$ cat src/rtl/fc_pkg.sv
// fc_pkg: shared state type and frame geometry helpers for the streaming neuron
package fc_pkg;
  typedef enum logic {ACC, HOLD} fc_state_t;
  function automatic int beats(int n, int l);
    return (n + l - 1) / l;
  endfunction
  function automatic int tail(int n, int l);
    return n - (beats(n, l) - 1) * l;
  endfunction
endpackage

$ cat src/rtl/fc_neuron_stream_if.sv
// fc_neuron_stream_if: input beat and result handshakes of the streaming neuron
interface fc_neuron_stream_if #(
  parameter int WIDTH = 8,
  parameter int LANES = 4,
  parameter int ACC_W = 26
);
  logic in_valid, in_ready, out_valid, out_ready, busy;
  logic [LANES*WIDTH-1:0] x, w;
  logic signed [2*WIDTH-1:0] bias;
  logic signed [ACC_W-1:0] z;
  modport master(output in_valid, x, w, bias, out_ready, input in_ready, out_valid, z, busy);
  modport slave(input in_valid, x, w, bias, out_ready, output in_ready, out_valid, z, busy);
endinterface

$ cat src/rtl/fc_lane_dot.sv
// fc_lane_dot: masked per-lane products summed by a balanced tree that widens by one bit per level
module fc_lane_dot #(
  parameter int WIDTH = 8,
  parameter int LANES = 4,
  parameter int ACC_W = 26
) (
  input  logic [LANES*WIDTH-1:0] x,
  input  logic [LANES*WIDTH-1:0] w,
  input  logic [LANES-1:0]       lane_mask,
  output logic signed [ACC_W-1:0] dot
);
  localparam int L = $clog2(LANES);
  localparam int P = 1 << L;
  genvar l, i;
  for (l = 0; l <= L; l++) begin : lv
    logic signed [2*WIDTH+l-1:0] s [P>>l];
    for (i = 0; i < (P >> l); i++) begin : n
      if (l == 0) begin : leaf
        if (i < LANES) begin : used
          logic signed [2*WIDTH-1:0] xe, we;
          assign xe = {{WIDTH{x[i*WIDTH+WIDTH-1]}}, x[i*WIDTH +: WIDTH]};
          assign we = {{WIDTH{w[i*WIDTH+WIDTH-1]}}, w[i*WIDTH +: WIDTH]};
          assign s[i] = lane_mask[i] ? xe * we : '0;
        end else begin : pad
          assign s[i] = '0;
        end
      end else begin : node
        logic signed [2*WIDTH+l-2:0] a, b;
        assign a = lv[l-1].s[2*i];
        assign b = lv[l-1].s[2*i+1];
        assign s[i] = {a[2*WIDTH+l-2], a} + {b[2*WIDTH+l-2], b};
      end
    end
  end
  assign dot = ACC_W'(lv[L].s[0]);
endmodule

$ cat src/rtl/fc_neuron_stream.sv
// fc_neuron_stream: accumulates LANES x*w pairs per beat into bias + dot, then holds act(sum) for downstream
module fc_neuron_stream
  import fc_pkg::*;
#(
  parameter int WIDTH   = 8,
  parameter int IN      = 400,
  parameter int LANES   = 4,
  parameter int RELU_EN = 1,
  parameter int ACC_W   = 2*WIDTH + $clog2(IN) + 1
) (
  input logic clk,
  input logic rst_n,
  fc_neuron_stream_if.slave io
);
  localparam int BEATS = beats(IN, LANES);
  localparam int TAIL  = tail(IN, LANES);
  localparam int CW    = BEATS > 1 ? $clog2(BEATS) : 1;
  localparam logic [LANES-1:0] TMASK = {LANES{1'b1}} >> (LANES - TAIL);
  fc_state_t state_q, state_d;
  logic [CW-1:0] cnt_q, cnt_d;
  logic signed [ACC_W-1:0] acc_q, acc_d, z_q, z_d, dot, sum;
  logic busy_q, busy_d, last, fire;
  logic [LANES-1:0] mask;
  fc_lane_dot #(.WIDTH(WIDTH), .LANES(LANES), .ACC_W(ACC_W)) u_dot (
    .x(io.x), .w(io.w), .lane_mask(mask), .dot(dot)
  );
  always_comb begin
    fire = io.in_valid && state_q == ACC;
    last = cnt_q == CW'(BEATS - 1);
    mask = last ? TMASK : '1;
    sum = (cnt_q == '0 ? ACC_W'($signed(io.bias)) : acc_q) + dot;
    state_d = state_q;
    cnt_d = cnt_q;
    acc_d = acc_q;
    z_d = z_q;
    busy_d = busy_q;
    if (state_q == HOLD) begin
      state_d = io.out_ready ? ACC : HOLD;
    end else if (fire) begin
      acc_d = sum;
      busy_d = !last;
      cnt_d = last ? '0 : cnt_q + 1'b1;
      if (last) begin
        z_d = (RELU_EN != 0 && sum[ACC_W-1]) ? '0 : sum;
        state_d = HOLD;
      end
    end
  end
  always_ff @(posedge clk) begin
    if (!rst_n) begin
      state_q <= ACC;
      cnt_q <= '0;
      acc_q <= '0;
      z_q <= '0;
      busy_q <= 1'b0;
    end else begin
      state_q <= state_d;
      cnt_q <= cnt_d;
      acc_q <= acc_d;
      z_q <= z_d;
      busy_q <= busy_d;
    end
  end
  assign io.in_ready = state_q == ACC;
  assign io.out_valid = state_q == HOLD;
  assign io.z = z_q;
  assign io.busy = busy_q;
endmodule

$ cat src/flat_wrapper.sv
// flat-port wrapper written by rule: the top's interface ports become plain ports
module fc_neuron_stream_flat import fc_pkg::*;
#(
  parameter int WIDTH   = 8,
  parameter int IN      = 400,
  parameter int LANES   = 4,
  parameter int RELU_EN = 1,
  parameter int ACC_W   = 2*WIDTH + $clog2(IN) + 1
)
  (clk, rst_n, io_in_valid, io_x, io_w, io_bias, io_out_ready, io_in_ready, io_out_valid, io_z, io_busy);
  fc_neuron_stream_if #(.WIDTH(WIDTH), .LANES(LANES), .ACC_W(ACC_W)) io_i ();
  input logic clk;
  input logic rst_n;
  input wire logic [$bits(io_i.in_valid)-1:0] io_in_valid;
  input wire logic [$bits(io_i.x)-1:0] io_x;
  input wire logic [$bits(io_i.w)-1:0] io_w;
  input wire logic [$bits(io_i.bias)-1:0] io_bias;
  input wire logic [$bits(io_i.out_ready)-1:0] io_out_ready;
  output wire logic [$bits(io_i.in_ready)-1:0] io_in_ready;
  output wire logic [$bits(io_i.out_valid)-1:0] io_out_valid;
  output wire logic [$bits(io_i.z)-1:0] io_z;
  output wire logic [$bits(io_i.busy)-1:0] io_busy;
  assign io_i.in_valid = io_in_valid;
  assign io_i.x = io_x;
  assign io_i.w = io_w;
  assign io_i.bias = io_bias;
  assign io_i.out_ready = io_out_ready;
  assign io_in_ready = io_i.in_ready;
  assign io_out_valid = io_i.out_valid;
  assign io_z = io_i.z;
  assign io_busy = io_i.busy;
  fc_neuron_stream #(.WIDTH(WIDTH), .IN(IN), .LANES(LANES), .RELU_EN(RELU_EN), .ACC_W(ACC_W)) u_core (.clk(clk), .rst_n(rst_n), .io(io_i));
endmodule
$ cat config.mk
export PLATFORM = sky130hd
export DESIGN_NAME = fc_neuron_stream_flat
export DESIGN_NICKNAME = d
export VERILOG_FILES = /design/src/rtl/fc_pkg.sv /design/src/rtl/fc_neuron_stream_if.sv /design/src/rtl/fc_lane_dot.sv /design/src/rtl/fc_neuron_stream.sv /design/src/flat_wrapper.sv
export SDC_FILE = /design/constraint.sdc
export NUM_CORES = 1
export LEC_CHECK = 0
export ABC_AREA = 1
export CAP_MARGIN = 30
export CORE_ASPECT_RATIO = 0.9
export CORE_MARGIN = 5
export CORE_UTILIZATION = 57
export DETAILED_ROUTE_END_ITERATION = 6
export PLACE_DENSITY = 0.8
export SYNTH_ARGS = -nofsm -noshare
export SYNTH_HDL_FRONTEND = slang
export SYNTH_HIERARCHICAL = 1
export SYNTH_SLANG_ARGS = --single-unit
export TNS_END_PERCENT = 100
$ cat constraint.sdc
create_clock -name clk -period 9.73 [get_ports clk]
set_input_delay 1.946 -clock clk [delete_from_list [all_inputs] [get_ports clk]]
set_output_delay 1.946 -clock clk [all_outputs]
set_load 0.01 [all_outputs]
==> impl_metrics.csv, run 1 <==
group,metric,value,unit
run_status,status,"finished, final reports clean",
global_routing,antenna_found_initial,0,
clocking,postCtsHoldBufs,0,
clocking,cts_buffer_depth,2,
critical_path,cp_data_required_time,9.99,ns
synth,synth-seq-area-share,6.987,%
synth,synth-simple-area-share,23.58,%
critical_path,setup.worst_path.start,"io_w[15]",
global_routing,grt_first_pass_wirelength,74900,um
sta,setup_viol,0,
placement,io_buffers,111,
global_routing,grt_max_degree,38,
synth,yosys_warnings,6,
placement,dp_slack,-0.5689,ns
critical_path,slowest_stage,"fa_2",
sta,worst_pin_slew,1.071,ns
synth,synth-compound-area-share,8.297,%
drt,drtIter0Drc,1221,
synth,synthAdderAreaFrac,41.44,%
critical_path,end_kind,"register",
final_layout,antennaDiodeCount,0,
synth,synth_top_family_by_area,"adder cells",
synth,ys_ff_latch,60,
critical_path,cpMostUsedCell,"inv_1",
floorplanning,die_y,174.8,um
synth,synthXorXnorAreaFrac,1.783,%
clocking,cts_tree,"built",
drt,ant_nets,0,
hold_path,hp-start,"u_core/io.z[14]",
global_routing,grt_pass1_vias,16633,
drt,vias,16288,
critical_path,cp_slowest_stage_delay,0.56,ns
clocking,cts_num_sinks,60,
critical_path,r2r_start,"u_core/cnt_q[0]",
critical_path,crit_path_max_fanout,8,
hold_path,hold_path_class,"register to register",
floorplanning,core,29800,um2
final_layout,fin_nets,3325,
drt,avgViaCountPerCell,5.040,
placement,postPlaceCellArea,20140,um2
floorplanning,io_pins,113,
clocking,path_clk_slew,0.05,ns
job,cap_viol_max_count,0,
synth,avgSynthCellArea,6.747,um2
sta,min_period,9.553,ns
clocking,root_buffer,"clkbuf_16",
final_layout,area_delta_synth_final,24.28,%
synth,netlist.area_leader.share,29.58,%
sta,final_max_slew_viol_count,0,
synth,netlist_instances,2548,
synth,syn_area,17190,um2
final_layout,layout-drive-gt1-share,16.22,%
placement,gp_congestion,0.9618,
floorplanning,start_util,57.68,%
sta,slew_headroom,28.45,%
sta,worst_clock_skew,0.006299,ns
final_layout,final_area,21370,um2
drt,drt_wl_total,45040,um
critical_path,arrival,9.81,ns
sta,post-route-period-util,98.18,%
drt,drc_errors,0,
sta,setup_slack,0.1768,ns
clocking,htreeDepth,3,
floorplanning,floorplan.rows,60,
synth,yosysTopAreaCell,"fa_1",
sta,tns,0,ns
synth,synth_cell_types,41,
clocking,worst_skew_pair.late_latency,0.33,ns
clocking,numCtsBuffers,9,
floorplanning,dieArea,33740,um2
floorplanning,dieWidth,193.1,um
global_routing,grt-ovfl-total,0,
drt,firstDrtPassIters,5,
critical_path,path_class,"primary input to register",
sta,finalHoldViolCount,0,
critical_path,worstSetupStartpointType,"primary input",
sta,fmax,0.1047,GHz
global_routing,grt_use_total,26.25,%
synth,synth_area_leaders,"fa_1 30%, inv_1 15%, nand2_1 14%",
drt,wl_per_cell,13.94,um
placement,dp_hpwl,38200,um
synth,synthMuxAreaShare,0,%
## cells by family after synthesis
group,after synthesis
DFF,60
other,2
buffers and inverters,803
AOI/OAI and AO/OA,251
xor gates and xnor gates,35
adders and majority gates,417
and+or+nand+nor,980
## cells in the mapped netlist (all sizes together)
cell / n
inv: 708
nand2: 671
fa: 254
nor2: 164
ha: 163
o21ai: 115
a21oi: 102
nand3: 90
clkbuf: 78
dfxtp: 60
xor2: 26
a21o: 16
or2: 15
buf: 14
nand3b: 12
nand4: 12
nor3: 12
o21bai: 11
xnor2: 9
a21boi: 4
clkinv: 3
conb: 2
nor3b: 2
a31oi: 1
and2: 1
and3: 1
o211ai: 1
o21a: 1
## routing by layer
layer	vias to the layer above	part of all wire, %	GRT usage (%)
met4	0	1.5	3.422
met3	76	5.1	2.877
li1	7999	-	-
met2	460	50	46.54
met5	-	0	0
met1	7753	43	35.65
## final cells by class
type | count | area (um2)
Inverter | 711 | 2674
Multi-Input combinational cell | 1700 | 13780
Timing Repair Buffer | 342 | 2933
Tap cell | 403 | 504.2
Clock buffer | 9 | 225.2
Sequential cell | 60 | 1201
Fill cell | 2368 | 8438
Clock inverter | 7 | 43.79
## per-stage QoR
step	instances	hold slack [ns]	util [%]
2_1_floorplan	2561	0.4554	-
3_3_place_gp	3206	0.4439	67.59
3_5_place_dp	3206	0.4509	67.59
4_1_cts	3222	0.4663	68.56
5_1_grt	3232	0.4889	71.69
6_report	3232	0.4616	71.69
## worst max-delay path, delay by kind of cell
family                   cells  cell delay, ns
buffers and inverters       10            1.29
AND/OR/NAND/NOR             16            1.90
adder cells (fa/ha/maj)      9            3.88
AO/OA/AOI/OAI                6            0.75
## flip-flops by register name, indices dropped and copies added, names as in the netlist
register / count
u_core/acc_q: 26
u_core/cnt_q: 7
u_core/io.z: 25
u_core/io.busy: 1
u_core/io.out_valid: 1
## what timing repair did
| item | 4_1_cts | 5_1_grt |
|---|---|---|
| pin swaps | 1 | 46 |
| gates cloned | 0 | 3 |
| setup endpoints to repair | 33 | 40 |
| gates resized for setup | 5 | 185 |
| buffers inserted | 0 | 7 |
## cell usage in the layout, fill, tap and decap left out, types with 6 or more instances in the layout
master / instances
inv_1: 699
nand2_1: 633
fa_1: 244
buf_4: 227
ha_1: 135
nor2_1: 132
clkdlybuf4s50_1: 91
o21ai_0: 82
a21oi_1: 78
nand3_1: 76
dfxtp_1: 60
nand2_2: 31
ha_4: 27
o21ai_2: 25
nor2_2: 24
a21oi_2: 24
xor2_1: 23
dlymetal6s2s_1: 20
a21o_1: 16
conb_1: 15
or2_2: 14
nand3_2: 13
nand4_1: 12
nand3b_1: 12
clkbuf_16: 10
fa_2: 10
inv_2: 9
xnor2_1: 9
nor2_4: 8
o21ai_1: 8
o21bai_1: 8
nor3_1: 7
nand2_4: 6
## path summary, 6_finish.rpt
kind                                         end  slack [ns]  cells past startpoint
worst min-delay path             u_core/io.z[14]        0.46                      2
worst max register to register  u_core/acc_q[18]        6.24                     23
worst min register to register   u_core/io.z[14]        0.46                      2
worst max-delay path             u_core/io.z[11]        0.18                     41
Power of run 1 is not shown: default switching activity piles up to over one toggle a cycle in this logic, so the estimate is an artifact.
==> run 2, diff against run 1 <==
Settings changed: CORE_UTILIZATION 57 to 59.
Clock period 9.73 ns to 9.8 ns, I/O delays scaled along.
==> run 2 against run 1 <==
  * Hold slack improved by 0.00073 ns
  * Sequential share of layout area about the same
  * Count of clock-buffer cells in the layout increased by 2
  * Clock skew increased by 0.0014 ns
  * Sequential cell count unchanged
  * Critical path depth unchanged
  * Non-clock buffer count increased by 3
  * Critical endpoint is now u_core/io.z[2]
  * Largest cell class unchanged
==> impl_metrics.csv, run 2 (synthesized netlist as in run 1, its figures left out) <==
group,metric,value,unit
final_layout,fin_nets,3326,
global_routing,antenna_found_initial,0,
critical_path,crit_path_max_fanout,10,
sta,finalHoldViolCount,0,
floorplanning,core,28860,um2
sta,rsz0062_at_grt,"yes",
floorplanning,start_util,59.56,%
placement,gp_congestion,0.9558,
critical_path,worstSetupStartpointType,"primary input",
drt,drtIter0Drc,1138,
global_routing,grt-ovfl-total,0,
floorplanning,io_pins,113,
drt,avgViaCountPerCell,5.014,
floorplanning,die_y,171.9,um
global_routing,grt_use_total,27.01,%
critical_path,cp_slowest_stage_delay,0.55,ns
clocking,htreeDepth,3,
sta,worst_clock_skew,0.007682,ns
sta,post-route-period-util,97.31,%
global_routing,grt_max_degree,38,
global_routing,grt_pass1_vias,16436,
critical_path,crit_family,"adder cells",
drt,firstDrtPassIters,7,
final_layout,area_delta_synth_final,23.62,%
clocking,cts_num_sinks,60,
sta,slew_headroom,39.18,%
global_routing,grt_first_pass_wirelength,74200,um
clocking,worst_skew_pair.late_latency,0.33,ns
critical_path,end_kind,"register",
sta,worst_pin_slew,0.9113,ns
drt,wl_per_cell,13.76,um
critical_path,cp_data_required_time,10.06,ns
floorplanning,dieWidth,189.9,um
final_layout,regMostFlops,"u_core/acc_q",
floorplanning,dieArea,32660,um2
critical_path,slowest_stage,"fa_2",
sta,fmax,0.1049,GHz
clocking,root_buffer,"clkbuf_16",
clocking,postCtsHoldBufs,0,
run_status,status,"finished, final reports clean",
placement,io_buffers,111,
drt,drc_errors,0,
clocking,cts_buffer_depth,2,
drt,vias,16169,
sta,setup_viol,0,
critical_path,critPathBufInv,9,
placement,dp_hpwl,37340,um
sta,holdWs,0.4623,ns
final_layout,largest_register_ffs,26,
final_layout,layout-drive-gt1-share,15.48,%
clocking,cts_tree,"built",
hold_path,hold_path_class,"register to register",
drt,ant_nets,0,
sta,final_max_slew_viol_count,0,
floorplanning,floorplan.rows,59,
final_layout,layout_common_cells,"700 x inv_1, 638 x nand2_1, 248 x fa_1",
clocking,numCtsBuffers,9,
final_layout,final_common_cell,"inv_1",
final_layout,antennaDiodeCount,0,
sta,min_period,9.536,ns
critical_path,arrival,9.80,ns
critical_path,path_class,"primary input to register",
job,cap_viol_max_count,0,
clocking,path_clk_slew,0.05,ns
drt,drt_wl_total,44370,um
## run 2: worst register-to-register path: cells and delay by family, from the launching register on
family | cells | cell delay, ns
AO/OA/AOI/OAI | 1 | 0.16
buffers and inverters | 4 | 0.50
XOR/XNOR | 1 | 0.29
AND/OR/NAND/NOR | 11 | 1.51
adder cells (fa/ha/maj) | 3 | 0.79
flip-flops | 1 | 0.32
## run 2: worst paths after layout
path              startpoint               to  slack, ns  cells past startpoint
max                 io_w[23]   u_core/io.z[2]       0.26                     41
min          u_core/io.z[13]  u_core/io.z[13]       0.46                      2
min reg2reg  u_core/io.z[13]  u_core/io.z[13]       0.46                      2
max reg2reg  u_core/cnt_q[0]  u_core/io.z[12]       6.18                     20
## run 2: cell type report
cell class | count | area, um2
inverter | 711 | 2674
timing repair buffer | 345 | 2958
tap | 396 | 495.5
multi-input combinational | 1698 | 13650
clock buffer | 11 | 252.7
fill | 2251 | 7612
sequential | 60 | 1201
clock inverter | 4 | 25.02
## run 2: routing by layer
layer	global-route usage, %	routed length (um)	up-vias
li1	-	-	7993
met1	36.20	19300	7613
met2	47.83	22050	475
met3	3.048	2141	88
met4	5.597	875	0
met5	0	0	-
## run 2: per-stage QoR
step	cells	utilization (%)	setup slack, ns	instance area [um2]	TNS (ns)
finish	3225	73.63	0.2638	21250	0
global route	3225	73.63	-0.1336	21250	-3.033
CTS	3219	70.93	0.006573	20470	0
detailed placement	3204	69.92	-0.5116	20180	-15.67
global placement	3203	69.86	-0.3615	20170	-9.433
floorplan	2561	-	0.5296	17240	0
## run 2: repair_timing
action / in CTS / in global routing
pin swaps: 0 / 25
gates cloned: 0 / 1
buffers inserted: 0 / 5
endpoints found under the hold margin: 0 / 0
setup endpoints to repair: 33 / 41
gates resized for setup: 5 / 151
Power of run 2 is left out for the same reason.
==> run 3, diff against run 2 <==
Settings changed: CORE_UTILIZATION 59 to 40, PLACE_DENSITY 0.8 to unset.
==> run 3 against run 2 <==
  * Hold slack worse by 0.0038 ns
  * Global-route usage is 8.2 points lower
  * Wire length is 1.7% lower
  * Final area is 1.7% higher
  * Critical path depth stayed put
  * Register-to-register slack better by 0.14 ns
  * Utilization is 23 points lower
  * Critical path type unchanged
  * Critical endpoint is now u_core/io.z[19]
==> impl_metrics.csv, run 3 (synthesized netlist as in run 1, its figures left out) <==
group,metric,value,unit
hold_path,hold_path_class,"register to register",
final_layout,area_delta_synth_final,25.73,%
final_layout,regMostFlops,"u_core/acc_q",
critical_path,end_kind,"register",
placement,gp_congestion,0.8931,
final_layout,antennaDiodeCount,0,
sta,worst_pin_slew,0.8877,ns
global_routing,grt_use_total,18.79,%
sta,slew_headroom,40.75,%
sta,tns,0,ns
global_routing,grt_first_pass_wirelength,75660,um
global_routing,grt_max_degree,38,
drt,vias,15723,
floorplanning,dieWidth,228.5,um
critical_path,r2r_start,"u_core/cnt_q[0]",
drt,wl_per_cell,12.81,um
sta,setup_viol,0,
floorplanning,core,42700,um2
final_layout,largest_register_ffs,26,
floorplanning,die_y,206.7,um
critical_path,slowest_stage,"fa_1",
critical_path,arrival,9.71,ns
critical_path,cp_slowest_stage_delay,0.57,ns
drt,drc_errors,0,
clocking,numCtsBuffers,9,
global_routing,antenna_found_initial,0,
sta,final_max_slew_viol_count,0,
clocking,root_buffer,"clkbuf_16",
hold_path,hp-start,"u_core/io.z[2]",
floorplanning,io_pins,113,
critical_path,cpMostUsedCell,"inv_1",
drt,drtIter0Drc,823,
clocking,worst_skew_pair.late_latency,0.33,ns
critical_path,path_class,"primary input to register",
critical_path,reg2reg_depth,22,
placement,dp_hpwl,38310,um
final_layout,final.fill_count,4241,
clocking,htreeDepth,3,
critical_path,crit_path_max_fanout,4,
hold_path,whs_endpoint,"u_core/io.z[2]",
sta,setup_slack,0.3512,ns
critical_path,r2r_setup_slack,6.32,ns
critical_path,r2r_end,"u_core/acc_q[20]",
final_layout,layout-drive-gt1-share,16.16,%
run_status,status,"finished, final reports clean",
final_layout,fin_nets,3343,
floorplanning,start_util,40.26,%
clocking,cts_num_sinks,60,
sta,worst_clock_skew,0.003710,ns
sta,finalHoldViolCount,0,
sta,fmax,0.1058,GHz
global_routing,grt-ovfl-total,0,
floorplanning,floorplan.rows,72,
final_layout,layout_common_cells,"699 x inv_1, 640 x nand2_1, 249 x fa_1",
global_routing,grt_pass1_vias,16223,
placement,dp_slack,-0.4553,ns
drt,avgViaCountPerCell,4.622,
final_layout,final_common_cell,"inv_1",
critical_path,worstSetupStartpointType,"primary input",
floorplanning,dieArea,47230,um2
drt,ant_nets,0,
hold_path,hold_depth,2,
critical_path,cp_data_required_time,10.06,ns
sta,post-route-period-util,96.42,%
drt,drt_wl_total,43590,um
clocking,cts_buffer_depth,2,
clocking,path_clk_slew,0.05,ns
drt,firstDrtPassIters,5,
clocking,postCtsHoldBufs,0,
clocking,cts_tree,"built",
placement,io_buffers,111,
sta,min_period,9.449,ns
job,cap_viol_max_count,0,
[run 3: area by class of cell]
class | instances | area [um2] | area share [%]
multi-input combinational | 1699 | 13660 | 63.18
timing repair buffer | 361 | 3063 | 14.17
inverter | 711 | 2674 | 12.37
sequential | 60 | 1201 | 5.557
tap | 555 | 694.4 | 3.213
clock buffer | 10 | 239.0 | 1.106
clock inverter | 6 | 87.58 | 0.4052
[run 3: through the flow]
| step | utilization (%) | cells | hold slack [ns] | area [um2] |
|---|---|---|---|---|
| after floorplan | - | 2561 | 0.4554 | 17240 |
| after global placement | 47.95 | 3377 | 0.4431 | 20480 |
| after detailed placement | 48.02 | 3378 | 0.4445 | 20500 |
| after CTS | 48.85 | 3394 | 0.4580 | 20860 |
| after global routing | 50.62 | 3402 | 0.4772 | 21620 |
| final | 50.62 | 3402 | 0.4585 | 21620 |
[run 3: how the worst max path moves through the flow]
stage / start / to / cells past startpoint
after global placement: io_x[14] / u_core/io.z[13] / 37
after global routing: io_w[26] / u_core/acc_q[19] / 42
final: io_x[21] / u_core/io.z[19] / 41
after floorplan: io_x[23] / u_core/io.z[20] / 42
after detailed placement: io_x[14] / u_core/acc_q[19] / 37
after CTS: io_x[23] / u_core/io.z[22] / 40
[run 3: layer usage]
layer	share of wire [%]	global-route usage, %	routed length, um
met1	47	25.47	20600
met2	48	33.70	21070
met3	3.3	2.038	1448
met4	1.1	2.268	474
met5	0	0	0
[run 3: worst max-delay path: cells and delay by family]
kind | cells | cell delay [ns]
fa+ha+maj | 9 | 4.00
buf+inv | 14 | 1.60
xor+xnor | 1 | 0.10
compound gates | 2 | 0.29
simple gates | 15 | 1.73
[run 3: what timing repair did]
item	4_1_cts	5_1_grt
resized for setup	7	155
cloned	0	1
pin swaps	0	27
setup endpoints to repair	28	40
buffers inserted	0	7
Power of run 3 is left out for the same reason.
==> variant: new RTL, settings of run 1 <==
`z_q` no longer has a reset.
--- a/src/rtl/fc_neuron_stream.sv
+++ b/src/rtl/fc_neuron_stream.sv
@@ -51,15 +51,17 @@
       state_q <= ACC;
       cnt_q <= '0;
       acc_q <= '0;
-      z_q <= '0;
       busy_q <= 1'b0;
     end else begin
       state_q <= state_d;
       cnt_q <= cnt_d;
       acc_q <= acc_d;
-      z_q <= z_d;
       busy_q <= busy_d;
     end
+  end
+
+  always_ff @(posedge clk) begin
+    z_q <= z_d;
   end
   assign io.in_ready = state_q == ACC;
   assign io.out_valid = state_q == HOLD;
Formal check against the unedited RTL: no difference found for any inputs over 10 cycles, from zero or initial values and one cycle with rst_n low; that may be too few to reach the edited logic, so the function may still have changed.
==> variant against run 1 <==
Global-route usage rose by 0.25 points. Count of clock-buffer cells in the layout did not move. Sequential cell count did not move. Register-to-register slack got worse by 0.63 ns. Die area rose by 1.6%. Routed wire length rose by 3.0%. Design area rose by 2.6%. Worst setup slack improved by 0.025 ns. Critical path type unchanged. Synthesized area rose by 1.7%.
Power is not shown: default switching activity piles up to over one toggle a cycle in this logic, so the estimate is an artifact.
==> variant: results (changes against run 1) <==
post_synth_num_cell_types: 43  # +4.9%
critical_path.startpoint: "io_w[31]"
first_pass_grt_wire_length_um: 76700  # +2.4%
fill_cells: 2319  # -2.1%
synth_compound_area_share_pct: 6.36  # -1.9 points
post-place-ws_ns: -0.556  # +0.0133 ns
drt_iter0_markers: 1130  # -7.5%
cp_slowest_cell: "sky130_fd_sc_hd__fa_1"
n_multi_input_combinational_cell: 1687  # -0.76%
metal1_wirelength_um: 20100  # +3.1%
sequential_cell_total: 60  # unchanged
dr_wl_met2_um: 22700  # +0.26%
synth-edff-count: 25  # +25
vias_per_cell: 5.05  # +0.27%
final_instance_area_sq_um: 21900  # +2.6%
finalWeightedCongestion: 0.945  # -1.7%
total_wirelength_um: 46400  # +3.0%
grt_start_max_net_pins: 46  # +21%
final_net_count: 3358  # +0.99%
use_met3_pct: 2.52  # -0.36 points
gr-usage-met2_pct: 46.2  # -0.35 points
synth_xor_area_share_pct: 1.65  # -0.13 points
postPlaceCellArea_sq_um: 20600  # +2.4%
met3WireLength_um: 2740  # +20%
slew_at_the_pin_closest_to_its_max_slew_limit_ns: 0.991  # -0.0797 ns
synth-seq-area-share_pct: 8.30  # +1.3 points
n_all_buffers: 361  # +5.6%
status: "complete, no violations"
reg2reg_slack_ns: 5.61  # -0.63 ns
worstPathMaxFanout: 4  # -4
route.detailed.wl_per_inst_um: 14.2  # +2.0%
inv_count: 737  # +3.7%
groute.layer.met1.usage_pct: 36.6  # +0.98 points
sequential_fraction_of_total_cell_area_pct: 6.62  # +1.0 points
r2r_cells: 17  # -26%
via_count_of_the_first_global_routing_pass: 16588  # -0.27%
synth_commonest_cells: "sky130_fd_sc_hd__inv_1, sky130_fd_sc_hd__nand2_1, sky130_fd_sc_hd__fa_1"
synthAdderAreaFrac_pct: 40.8  # -0.61 points
min_period_ns: 9.53  # -0.0250 ns
place.detailed.hpwl_um: 39100  # +2.2%
worst-endpoint-arrival_ns: 9.61  # -0.20 ns
post_cts_repair_resize_count: 9  # +4
leading_post_synthesis_cells_by_cell_area: "sky130_fd_sc_hd__fa_1, sky130_fd_sc_hd__inv_1, sky130_fd_sc_hd__nand2_1"
signal_buffer_area_fraction_pct: 14.1  # +0.35 points
worst_setup_path_endpoint: "u_core/io.z[16]$_SDFFCE_PP0P_"
-- variant: cell count changes in the layout (fill, tap and decap cells not counted), moves of 17 or more --
cell	change
sky130_fd_sc_hd__o21ai_0	-30
sky130_fd_sc_hd__dfxtp_1	-25
sky130_fd_sc_hd__edfxtp_1	+25
sky130_fd_sc_hd__inv_1	+24
sky130_fd_sc_hd__nand2_1	+23
sky130_fd_sc_hd__o21ai_2	-21
sky130_fd_sc_hd__buf_4	+18
sky130_fd_sc_hd__nand3_1	+17
-- variant: how the worst min path moves through the flow --
| stage | startpoint | end | slack [ns] | cells past startpoint |
|---|---|---|---|---|
| 2_1_floorplan | u_core/acc_q[9]$_SDFFE_PN0P_ | u_core/acc_q[9]$_SDFFE_PN0P_ | 0.47 | 2 |
| 6_report | u_core/io.busy$_SDFFE_PN0P_ | u_core/io.busy$_SDFFE_PN0P_ | 0.49 | 2 |
| 3_3_place_gp | u_core/io.busy$_SDFFE_PN0P_ | u_core/io.busy$_SDFFE_PN0P_ | 0.47 | 2 |
| 5_1_grt | u_core/io.busy$_SDFFE_PN0P_ | u_core/io.busy$_SDFFE_PN0P_ | 0.52 | 2 |
| 3_5_place_dp | u_core/io.busy$_SDFFE_PN0P_ | u_core/io.busy$_SDFFE_PN0P_ | 0.48 | 2 |
| 4_1_cts | u_core/io.busy$_SDFFE_PN0P_ | u_core/io.busy$_SDFFE_PN0P_ | 0.49 | 2 |
-- variant: logic make-up (layout without fill, tap and decap cells) --
| kind of cell | count (synthesis) | count (layout) |
|---|---|---|
| other cells | 2 | 17 |
| simple gates | 1022 | 1023 |
| fa+ha+maj | 418 | 418 |
| flops | 60 | 60 |
| xor+xnor | 33 | 33 |
| compound gates | 196 | 196 |
| buf+inv | 824 | 1114 |
